### src/rtl/simpleio_pkg.sv
// Shared constants for the simple-I/O path: pin counts, released (reset)
// levels of the board inputs and the default debounce timing.
package simpleio_pkg;

  localparam int N_SW  = 4;
  localparam int N_KEY = 4;

  // Released levels: switches idle low, push-buttons idle high (active-low).
  localparam logic [N_SW-1:0]  SW_RST_LEVEL  = 4'b0000;
  localparam logic [N_KEY-1:0] KEY_RST_LEVEL = 4'b1111;

  // 1 ms sample tick at 50 MHz, four agreeing ticks to accept a level.
  localparam int DEF_TICK_DIV     = 50000;
  localparam int DEF_STABLE_TICKS = 4;
  localparam int DEF_TICK_W       = 16;
  localparam int DEF_STAB_W       = 3;

endpackage : simpleio_pkg

### src/rtl/input_debouncer_debounce_bit.sv
// debounce_bit: one raw asynchronous input -> two-flop synchroniser ->
// tick-sampled stability counter -> registered stable level.
// RST_VAL is the released level loaded into every flop on reset so that a
// reset never produces a spurious edge on the clean output.
module debounce_bit #(
  parameter logic RST_VAL      = 1'b0,
  parameter int   STABLE_TICKS = 4,
  parameter int   STAB_W       = 3
) (
  input  logic clk,
  input  logic rst,
  input  logic tick,
  input  logic raw,
  output logic stable
);

  localparam logic [STAB_W-1:0] CNT_LAST = STAB_W'(STABLE_TICKS - 1);

  logic              sync1_q, sync1_d;
  logic              sync2_q, sync2_d;
  logic              stable_q, stable_d;
  logic [STAB_W-1:0] cnt_q, cnt_d;

  // Next-state: shift the synchroniser, update counter/level on ticks only.
  always_comb begin
    // NOTE: every variable gets a default before the branches so no path
    // leaves it unassigned and no latch is inferred.
    sync1_d  = raw;
    sync2_d  = sync1_q;
    stable_d = stable_q;
    cnt_d    = cnt_q;
    if (tick) begin
      if (sync2_q == stable_q) begin
        cnt_d = '0;
      end else if (cnt_q == CNT_LAST) begin
        stable_d = sync2_q;
        cnt_d    = '0;
      end else begin
        cnt_d = cnt_q + 1'b1;
      end
    end
  end

  // State registers with synchronous reset to the released level.
  always_ff @(posedge clk) begin
    // NOTE: non-blocking assignments so every flop samples the values from
    // before this edge, independent of statement order.
    if (rst) begin
      sync1_q  <= RST_VAL;
      sync2_q  <= RST_VAL;
      stable_q <= RST_VAL;
      cnt_q    <= '0;
    end else begin
      sync1_q  <= sync1_d;
      sync2_q  <= sync2_d;
      stable_q <= stable_d;
      cnt_q    <= cnt_d;
    end
  end

  assign stable = stable_q;

endmodule : debounce_bit

### src/rtl/input_debouncer.sv
// input_debouncer: synchronises and debounces 4 board switches and 4
// active-low push-buttons for the simple-I/O register block. Raw polarity
// is kept; the I/O block does its own inversion.
// Optional feature macro: INPUT_DEBOUNCER_EVENT_EN -- sticky key-press
// latches (key_evt) and a registered press interrupt (irq). Without it,
// key_evt/irq are tied low and key_ien/key_ack are ignored.
// Parameter limits: TICK_DIV >= 2, STABLE_TICKS >= 1,
// 2**TICK_W >= TICK_DIV, 2**STAB_W >= STABLE_TICKS.
module input_debouncer
  import simpleio_pkg::*;
#(
  parameter int TICK_DIV     = DEF_TICK_DIV,
  parameter int STABLE_TICKS = DEF_STABLE_TICKS,
  parameter int TICK_W       = DEF_TICK_W,
  parameter int STAB_W       = DEF_STAB_W
) (
  input  logic             clk,
  input  logic             rst,
  input  logic [N_SW-1:0]  sw_raw,
  input  logic [N_KEY-1:0] key_raw,
  output logic [N_SW-1:0]  switches,
  output logic [N_KEY-1:0] keys,
  input  logic [N_KEY-1:0] key_ien,
  input  logic [N_KEY-1:0] key_ack,
  output logic [N_KEY-1:0] key_evt,
  output logic             irq
);

  localparam logic [TICK_W-1:0] TICK_LAST = TICK_W'(TICK_DIV - 1);

  logic [TICK_W-1:0] tick_cnt_q, tick_cnt_d;
  logic              tick;
  logic [N_SW-1:0]   sw_stable;
  logic [N_KEY-1:0]  key_stable;

  // Free-running sample divider shared by all bits; tick marks the last count.
  always_comb begin
    tick       = (tick_cnt_q == TICK_LAST);
    tick_cnt_d = tick ? '0 : tick_cnt_q + 1'b1;
  end

  // Divider register.
  always_ff @(posedge clk) begin
    if (rst) tick_cnt_q <= '0;
    else     tick_cnt_q <= tick_cnt_d;
  end

  for (genvar i = 0; i < N_SW; i++) begin : g_sw
    debounce_bit #(
      .RST_VAL      (SW_RST_LEVEL[i]),
      .STABLE_TICKS (STABLE_TICKS),
      .STAB_W       (STAB_W)
    ) u_bit (
      .clk    (clk),
      .rst    (rst),
      .tick   (tick),
      .raw    (sw_raw[i]),
      .stable (sw_stable[i])
    );
  end

  for (genvar i = 0; i < N_KEY; i++) begin : g_key
    debounce_bit #(
      .RST_VAL      (KEY_RST_LEVEL[i]),
      .STABLE_TICKS (STABLE_TICKS),
      .STAB_W       (STAB_W)
    ) u_bit (
      .clk    (clk),
      .rst    (rst),
      .tick   (tick),
      .raw    (key_raw[i]),
      .stable (key_stable[i])
    );
  end

  assign switches = sw_stable;
  assign keys     = key_stable;

`ifdef INPUT_DEBOUNCER_EVENT_EN
  logic [N_KEY-1:0] keys_prev_q, keys_prev_d;
  logic [N_KEY-1:0] key_evt_q, key_evt_d;
  logic             irq_q, irq_d;
  logic [N_KEY-1:0] key_press;

  // Press = stable key fell 1->0 last cycle; a press beats a same-cycle ack.
  always_comb begin
    keys_prev_d = key_stable;
    key_press   = keys_prev_q & ~key_stable;
    key_evt_d   = (key_evt_q & ~key_ack) | key_press;
    irq_d       = |(key_evt_d & key_ien);
  end

  // Event latches and interrupt; irq is built from the next latch value so
  // it moves in the same cycle as key_evt.
  always_ff @(posedge clk) begin
    if (rst) begin
      keys_prev_q <= KEY_RST_LEVEL;
      key_evt_q   <= '0;
      irq_q       <= 1'b0;
    end else begin
      keys_prev_q <= keys_prev_d;
      key_evt_q   <= key_evt_d;
      irq_q       <= irq_d;
    end
  end

  assign key_evt = key_evt_q;
  assign irq     = irq_q;
`else
  // Feature absent: ports stay so the top level is unchanged.
  logic unused_evt_inputs;
  assign unused_evt_inputs = ^{key_ien, key_ack};
  assign key_evt = '0;
  assign irq     = 1'b0;
`endif

endmodule : input_debouncer

### config.mk
export PLATFORM = sky130hd
export DESIGN_NAME = input_debouncer
export DESIGN_NICKNAME = d
export VERILOG_FILES = /design/src/rtl/simpleio_pkg.sv /design/src/rtl/input_debouncer_debounce_bit.sv /design/src/rtl/input_debouncer.sv
export SDC_FILE = /design/constraint.sdc
export NUM_CORES = 1
export LEC_CHECK = 0
export BUFFER_PORTS_ARGS = -buffer_cell sky130_fd_sc_hd__buf_2
export CAP_MARGIN = 10
export CELL_PAD_IN_SITES_DETAIL_PLACEMENT = 1
export CELL_PAD_IN_SITES_GLOBAL_PLACEMENT = 1
export CORE_MARGIN = 3
export CORE_UTILIZATION = 34
export CTS_CLUSTER_SIZE = 8
export DETAILED_ROUTE_END_ITERATION = 16
export GPL_ROUTABILITY_DRIVEN = 0
export GPL_TIMING_DRIVEN = 0
export PLACE_DENSITY_LB_ADDON = 0.1
export SYNTH_ARGS = -nofsm -noshare
export SYNTH_HDL_FRONTEND = slang
export SYNTH_SLANG_ARGS = --single-unit
### constraint.sdc
create_clock -name clk -period 2.4 [get_ports clk]
set_input_delay 0.48 -clock clk [delete_from_list [all_inputs] [get_ports clk]]
set_output_delay 0.48 -clock clk [all_outputs]
set_load 0.05 [all_outputs]
# --- Word level (Yosys, flattened, before mapping) ---
# Cells that the tools add are included.
totals:
  register_bits: 64
  latchBits: 0
  ramBits: 0
  rom_bits: 0
  output_inout_bits: 13
  word_cells: 92
  n_memories: 0
classes:
  addsub: 9
  mul: 0
  n_div: 0
  order_cmp: 0
  n_eq_ne: 17
  shift: 0
  mux: 16
  n_bitwise: 8
  n_reduce_logical: 9
op_table:
  columns: ["cell", "count"]
  rows:
  - ["3-bit two-way mux", 16]
  - ["3-bit by 1-bit adder with 3-bit output, second input constant", 8]
  - ["3-bit by 2-bit equality test with 1-bit output, second input constant", 8]
  - ["3-bit AND reduction", 8]
  - ["16-bit by 1-bit adder with 16-bit output, second input constant", 1]
  - ["16-bit equality test, second input constant", 1]
  - ["1-bit equality test", 8]
  - ["1-bit NOT", 8]
  - ["2-bit OR reduction", 1]

# --- Longest topological paths before layout ---
# Gate-level depths: netlist of run 1.
depth:
  ltp_word: 3
  depth_mapped: 8
  mapped_depth_nobuf: 5

# --- By module ---
# From an unflattened synthesis of run 1, not the netlist that was laid out.
unflattened:
  cells_unflattened: 272
  hier_area_um2: 2706.3
modules_own_cells:
  columns: ["module", "instances", "cells_per_inst", "area_per_inst_um2", "seq_area_each_um2"]
  rows:
  - ["debounce_bit at g_key[0].u_bit ...", 4, 23, 237.7, 120.1]
  - ["debounce_bit at g_sw[0].u_bit ...", 4, 23, 235.2, 120.1]
  - ["input_debouncer", 1, 88, 814.5, 320.3]

# --- Least setup slack after synthesis of run 1 ---
# OpenSTA, ideal clock, no wires.
synth_timing:
  path_kind: "flip-flop to flip-flop"
  from: "register tick_cnt_q[0]"
  to: "register tick_cnt_q[14]"
  setup_time_ns: 0.115
  t_arrival_ns: 1.582
  slack_ns: 0.703
  path_stages_with_launch: 8
  path_buffers: 2
  period_less_slack_ns: 1.697
  cell_sequence: "dfxtp_1 -> ha_1 -> and3_1 -> clkbuf_1 -> nand4_1 -> nand2_1 -> buf_4 -> nor2_1"
synth_between:
  elab_chain_len: 2
synth_lines:
  columns: ["element", "line_no", "source"]
  rows:
  - ["from (decl)", "input_debouncer.sv:31", "logic [TICK_W-1:0] tick_cnt_q, tick_cnt_d;"]
  - ["from (signal assigned)", "input_debouncer.sv:45", "else tick_cnt_q <= tick_cnt_d;"]
  - ["branches (longest 2 deep; another with 16-bit by 1-bit adder with 16-bit output)", null, null]
# Parallel ways; which one is timed is not known.
# A chain may end at the register's enable or synchronous reset.

# --- Final worst setup path of run 1 ---
layout_timing:
  from: "register tick_cnt_q[0]"
  to: "register g_sw[2].u_bit.cnt_q[0]"
layout_between:
  elab_chain_len: 1
layout_lines:
  columns: ["element", "line_no", "source"]
  rows:
  - ["16-bit equality test", "input_debouncer.sv:38", "tick = (tick_cnt_q == TICK_LAST);"]
  - ["to (signal assigned)", "input_debouncer_debounce_bit.sv:57", "cnt_q <= cnt_d;"]
  - ["to (decl)", "input_debouncer_debounce_bit.sv:22", "logic [STAB_W-1:0] cnt_q, cnt_d;"]
# No other way between the ends.

==> run metrics, run 1 <==
placed cell area=0.00289 mm2; Gate power share=3.9%; fin crit share=86.9%; top-count cell post-synth=dfxtp_1; height of the die=94.6 um; GR Util All Layers=14.8%; VDD IR max=0.000285 V; RR Endpoint=g_sw[2].u_bit.cnt_q[0]; Crit Path Max Fanout=10; DR WL/cell=13.9 um; post-CTS sizing=0; Primary FF master, synth=dfxtp_1; row count=31; post-synthesis compound-gate area fraction=9.28%; Syn Inst Count=292; skew final=15.7 ps; CORE AREA=0.00745 mm2; Int Power=1610 uW; post-route design area=about 0.0031 mm2; final worst slack=315 ps; largest net degree at the start of global routing=12; CTS tree=yes; Slew Limit Fails=0; global-route wire length before repair=10,100 um; register area share after synthesis=48.0%; DRT Pass-1 Iters=4; Worst Hold End=g_key[0].u_bit.sync1_q; layout cell share with drive strength beyond 1=18.8%; Total Power=2090 uW; post-synthesis async set-or-reset flop share=0%; Hold WC Path Type=in2reg; I/O pin cnt=31; H-tree depth=3; syn avg cell area=9.14 um2; switching pwr=479 uW; CP top delay family=buffers and inverters; Max Cap Violations=0; Area Overhead vs Synth=16.1%; Setup CP Type=reg2reg; outcome=finished clean; unrepaired setup endpoints after global routing=no; mux share of post-synthesis cell area=0%; critical path arrival=2340 ps; WL final=around 6000 um; Fillers=roughly 900; CP required=2660 ps; synth warn=0; reg2reg path depth=8; RR Startpoint=tick_cnt_q[0]; nets@finish=352; Cell variety after synth=33; Min-Delay Path Depth=2; Vias=2,050; Sw Ratio=approximately 23%; Root Buffer=clkbuf_8; synth top area cells=dfxtp_1 (48%), xnor2_1 (5.9%), buf_4 (4.2%); Buf/Inv on CP=3; Pwr Density=675 mW/mm2; DR DRC count=0; synthesized flop and latch total=64; final global-route overflow total=0; Achievable Freq=480 MHz; startpoint types=register; DP Worst Slack=41.0 ps; worst skew pair latency=340 ps; EDFF count, synth=0; Setup crit end kind=register; die width=94.6 um; R2R Setup Slk=310 ps; crit-path max cell delay=400 ps; Synth Area in Simple Gates=25.2%; worst-path cell chain=ha_1 -> and3_1 -> clkbuf_1 -> and4_1 -> buf_2 -> buf_4 -> nand3b_1 -> a21oi_1; xor/xnor share of the synthesized area=6.89%; Sink Count=64; Tmin final=approximately 2100 ps; Clock Power Share=44.1%; Reg clk slew, reported paths=80 ps; HP Start=key_raw[0]; dpl hpwl=just over 4000 um; Slew HR=65.3%; Starting Density=35.9%; Yosys top cell area share=48.0%; post-synthesis adder-cell area fraction=4.22%; Iteration-0 DRC Markers=24; CTS max path bufs=2; initial antenna violation count=0; Vias/cell=4.78; die area=0.00895 mm2; Slowest cell on crit path=dfxtp_1; largest family of logic cells by synthesized area=simple AND/OR/NAND/NOR gates; Synth top cells by count=dfxtp_1 (64), nor2_1 (28), nand2_1 (25), a21oi_1 (22), xnor2_1 (18); ant diodes=0; Post-Route Setup TNS=0 ps; Flop pwr share=52.0%; Post-DRT Antenna Nets=0; hold buffers post-CTS=0; Num CTS Buffers=9; largest area contributor in the netlist=dfxtp_1; Pleak=roughly 0.0012 uW; Mapped Area=0.00267 mm2; final setup fails=0; PortBufs=17; Slew @ Worst Pin=520 ps; Fin. Hold Viols=0; vias in the first global route=2,041; Post-CTS Setup Bufs=0
worst register-to-register path, cell delays in order (launching register included):
cell,delay [ps]
dfxtp_1,400
ha_1,240
and3_1,170
clkbuf_1,190
and4_1,260
buf_2,260
buf_4,240
nand3b_1,100
a21oi_1,160
final cells by class:
| class | instances | area [um2] | area share, % |
|---|---|---|---|
| Buffer | 25 | 154 | 4.97 |
| Clock inverter | 5 | 56.3 | 1.82 |
| Timing Repair Buffer | 18 | 92.6 | 2.99 |
| Inverter | 4 | 15.0 | 0.484 |
| Multi-Input combinational cell | 203 | 1230 | 39.8 |
| Tap cell | 99 | 124 | 4.00 |
| Sequential cell | 64 | 1280 | 41.3 |
| Clock buffer | 11 | 141 | 4.56 |
logic make-up after synthesis:
| logic type | count (synthesis) |
|---|---|
| adders and majority gates | 9 |
| buffers and inverters | 29 |
| DFF | 64 |
| AOI/OAI and AO/OA | 42 |
| and+or+nand+nor | 126 |
| xor gates and xnor gates | 21 |
| other | 1 |
worst max path at each step:
stage | start | end | slack [ps] | depth (start not counted)
global placement | tick_cnt_q[0] | tick_cnt_q[10] | 110 | 7
finish | tick_cnt_q[0] | g_sw[2].u_bit.cnt_q[0] | 310 | 8
floorplan | tick_cnt_q[0] | tick_cnt_q[14] | 700 | 7
CTS | tick_cnt_q[0] | tick_cnt_q[2] | 30 | 7
detailed placement | tick_cnt_q[0] | tick_cnt_q[12] | 40 | 7
global route | tick_cnt_q[0] | g_sw[1].u_bit.cnt_q[0] | 140 | 8
state kept, by name (all words and copies together) (netlist names):
signal	count
g_key.u_bit.stable	4
g_sw.u_bit.sync2_q	4
g_key.u_bit.sync2_q	4
g_key.u_bit.cnt_q	12
g_sw.u_bit.cnt_q	12
g_key.u_bit.sync1_q	4
g_sw.u_bit.stable	4
tick_cnt_q	16
g_sw.u_bit.sync1_q	4
metrics by stage:
step | util (%) | instances | hold WS (ps)
6_report | 41.6 | 429 | 317
2_1_floorplan | - | 296 | 389
4_1_cts | 41.5 | 428 | 298
3_3_place_gp | 38.9 | 412 | 392
3_5_place_dp | 38.9 | 412 | 395
5_1_grt | 41.6 | 429 | 296
metal layers:
metal | track usage (%) | up-vias | wire length (um)
met5 | 0 | - | 0
met4 | 4.69 | 0 | 78
met3 | 4.54 | 8 | 242
met2 | 24.8 | 33 | 2810
met1 | 18.1 | 961 | 2810
li1 | - | 1048 | -
power by group through the flow:
stage / Sequential, uW / Clock, uW / Combinational (uW)
5_1_grt: 1090 / 1010 / 90.0
6_report: 1090 / 923 / 81.2
4_1_cts: 1090 / 957 / 83.5
3_5_place_dp: 1110 / 0 / 83.0
3_3_place_gp: 1110 / 0 / 81.7
2_1_floorplan: 1110 / 0 / 60.5
layout by cell type, fill, tap and decap left out:
cell type,Yosys,final
clkbuf_1,7,8
nand3_2,2,2
dfxtp_1,64,64
o31ai_1,1,1
a31oi_1,4,4
or3_1,1,1
ha_1,9,9
a21oi_1,22,22
clkinvlp_4,0,1
o21ai_0,7,7
nand3b_1,7,7
buf_4,15,16
and4_1,1,1
nor4_1,2,2
bufinv_16,0,1
nor3b_1,1,1
nor2_1,28,28
a41o_1,4,4
clkbuf_8,0,10
inv_1,4,4
xnor2_1,18,18
nand2_1,25,25
nor4bb_1,1,1
clkinv_2,0,2
nand3_1,12,12
nor3_1,5,5
a211oi_1,4,4
and3_1,9,9
and4bb_4,1,1
clkinv_4,0,1
nand4_1,5,5
nor2b_1,16,16
nor4b_1,1,1
buf_2,3,20
conb_1,1,5
xor2_1,3,3
or4_1,1,1
or2_2,8,8
(Power assumes the default switching activity.)
==> inputs of run 2 (changes only) <==
--- a/config.mk
+++ b/config.mk
@@ -9,7 +9,6 @@
 export CAP_MARGIN = 10
 export CELL_PAD_IN_SITES_DETAIL_PLACEMENT = 1
 export CELL_PAD_IN_SITES_GLOBAL_PLACEMENT = 1
-export CORE_MARGIN = 3
 export CORE_UTILIZATION = 34
 export CTS_CLUSTER_SIZE = 8
 export DETAILED_ROUTE_END_ITERATION = 16
==> run 2 against run 1 <==
Net effect:
- first-iteration DRC count grew 130%
- sequential share of layout area shrank 0.72 points
- global-route usage grew 1.2 points
- flip-flop and latch count is the same
- hold slack lost 4.4 ps
- worst setup slack gained 62 ps
- combinational power is essentially flat
- largest cell class unchanged
==> run metrics, run 2 (synthesis gave the netlist of run 1 again) <==
outcome=finished clean; fin util=42.6% (+0.96 points); Reg clk slew, reported paths=80 ps (about the same); PortBufs=17 (unchanged); global-route wire length before repair=10,200 um (+1.0%); CTS tree=yes; Setup crit end kind=register; Vias=2,069 (+0.93%); DR DRC count=0 (unchanged); Pleak=0.00126 uW (+1.9%); Pwr Density=736 mW/mm2 (+9.0%); Slew @ Worst Pin=504 ps (-16.8 ps); max reg flops=16 (unchanged); final global-route overflow total=0 (unchanged); Num CTS Buffers=9 (unchanged); I/O pin cnt=31 (unchanged); Gate power share=3.5% (-0.4 points); Hold WC Path Type=in2reg; CORE AREA=0.00741 mm2 (-0.52%); Area Overhead vs Synth=18.1%; CTS max path bufs=2 (unchanged); height of the die=90.6 um (-4.2%); Root Buffer=clkbuf_8; largest net degree at the start of global routing=13 (+1); Clock Power Share=49.6% (+5.5 points); WL final=5950 um (about the same); largest registers=tick_cnt_q: 16 flops, g_key.u_bit.cnt_q: 12 flops, g_sw.u_bit.cnt_q: 12 flops; dpl hpwl=4140 um (+0.37%); vias in the first global route=2,088 (+2.3%); Slew Limit Fails=0 (unchanged); Tmin final=2020 ps (-62.3 ps); Iteration-0 DRC Markers=55 (+130%); skew final=10.2 ps (-5.47 ps); Max Cap Violations=0 (unchanged); Top reg by flops=tick_cnt_q; layout cell share with drive strength beyond 1=19.1% (+0.30 points); Starting Density=36.0% (+0.19 points); VDD IR max=0.000336 V (+18%); GR Util All Layers=16.0% (+1.2 points); Fin. Hold Viols=0 (unchanged); critical path arrival=2290 ps (-50 ps); nets@finish=352 (unchanged); most common cell after layout, fill and taps aside=dfxtp_1; Vias/cell=4.82 (+0.93%); Post-Route Setup TNS=0 ps (unchanged); worst skew pair latency=340 ps (about the same); switching pwr=491 uW (+2.7%); startpoint types=register; Int Power=1830 uW (+13%); Fillers=870 (-3.1%); Post-DRT Antenna Nets=0 (unchanged); placed cell area=0.00289 mm2 (unchanged); Achievable Freq=494 MHz (+3.1%); unrepaired setup endpoints after global routing=no; Sw Ratio=21.2% (-1.7 points); H-tree depth=3 (unchanged); final setup fails=0 (unchanged); row count=31 (unchanged); Setup CP Type=reg2reg; Sink Count=64 (unchanged); initial antenna violation count=0 (unchanged); fin crit share=84.3% (-2.6 points); highest-count cells in the layout ignoring fill and taps=dfxtp_1 (64), nor2_1 (28), nand2_1 (25); die width=90.6 um (-4.2%); DRT Pass-1 Iters=4 (unchanged); die area=0.00821 mm2 (-8.3%); DR WL/cell=13.9 um (about the same); Flop pwr share=46.9% (-5.1 points); Crit Path Max Fanout=10 (unchanged); ant diodes=0 (unchanged); post-route design area=0.00315 mm2 (+1.8%); CP required=2670 ps (about the same); Slew HR=66.4% (+1.1 points)
run 2: stage by stage:
| step | hold slack (ps) | setup WS (ps) | cells | total power [uW] |
|---|---|---|---|---|
| after global routing | 292 | 165 | 429 | 2420 |
| after global placement | 391 | 135 | 412 | 1190 |
| after floorplan | 389 | 703 | 296 | 1170 |
| after detailed placement | 398 | 112 | 412 | 1200 |
| after CTS | 296 | 109 | 428 | 2360 |
| final | 313 | 377 | 429 | 2320 |
run 2: critical path, stage by stage, from the launching register on:
cell,delay (ps)
dfxtp_1,400
ha_1,220
and3_1,170
clkbuf_1,180
and4_1,250
buf_2,240
buf_4,240
nand3b_1,100
a21oi_1,160
run 2: path summary, 6_finish.rpt:
path	from	to	slack (ps)	depth (start not counted)
setup / recovery	tick_cnt_q[0]	g_key[3].u_bit.cnt_q[0]	380	8
hold / removal	key_raw[0]	g_key[0].u_bit.sync1_q	310	2
setup reg to reg	tick_cnt_q[0]	g_key[3].u_bit.cnt_q[0]	380	8
hold reg to reg	g_key[3].u_bit.sync1_q	g_key[3].u_bit.sync2_q	410	1
run 2: layout make-up:
type / instances / area [um2] / area share (%)
buffer: 25 / 154 / 4.88
clock buffer: 10 / 138 / 4.36
clock inverter: 6 / 115 / 3.65
inverter: 4 / 15.0 / 0.476
multi-input combinational: 203 / 1230 / 39.2
sequential: 64 / 1280 / 40.6
tap: 99 / 124 / 3.93
timing repair buffer: 18 / 92.6 / 2.94
run 2: power groups by stage:
stage	logic (uW)	registers (uW)	clock network (uW)
floorplan	60.5	1110	0
global placement	81.4	1110	0
detailed placement	82.8	1110	0
CTS	82.9	1090	1190
global route	89.8	1090	1240
finish	81.4	1090	1150
run 2: per-layer routing:
| metal | wire, um | GRT usage, % |
|---|---|---|
| met5 | 0 | 0 |
| met4 | 72 | 5.24 |
| met3 | 208 | 5.47 |
| met2 | 2700 | 25.5 |
| met1 | 2970 | 20.0 |
run 2: what timing repair did:
item,in CTS,in global routing
buffers inserted,0,1
gates resized for setup,0,0
endpoints found under the setup margin,0,10
hold buffers,0,0
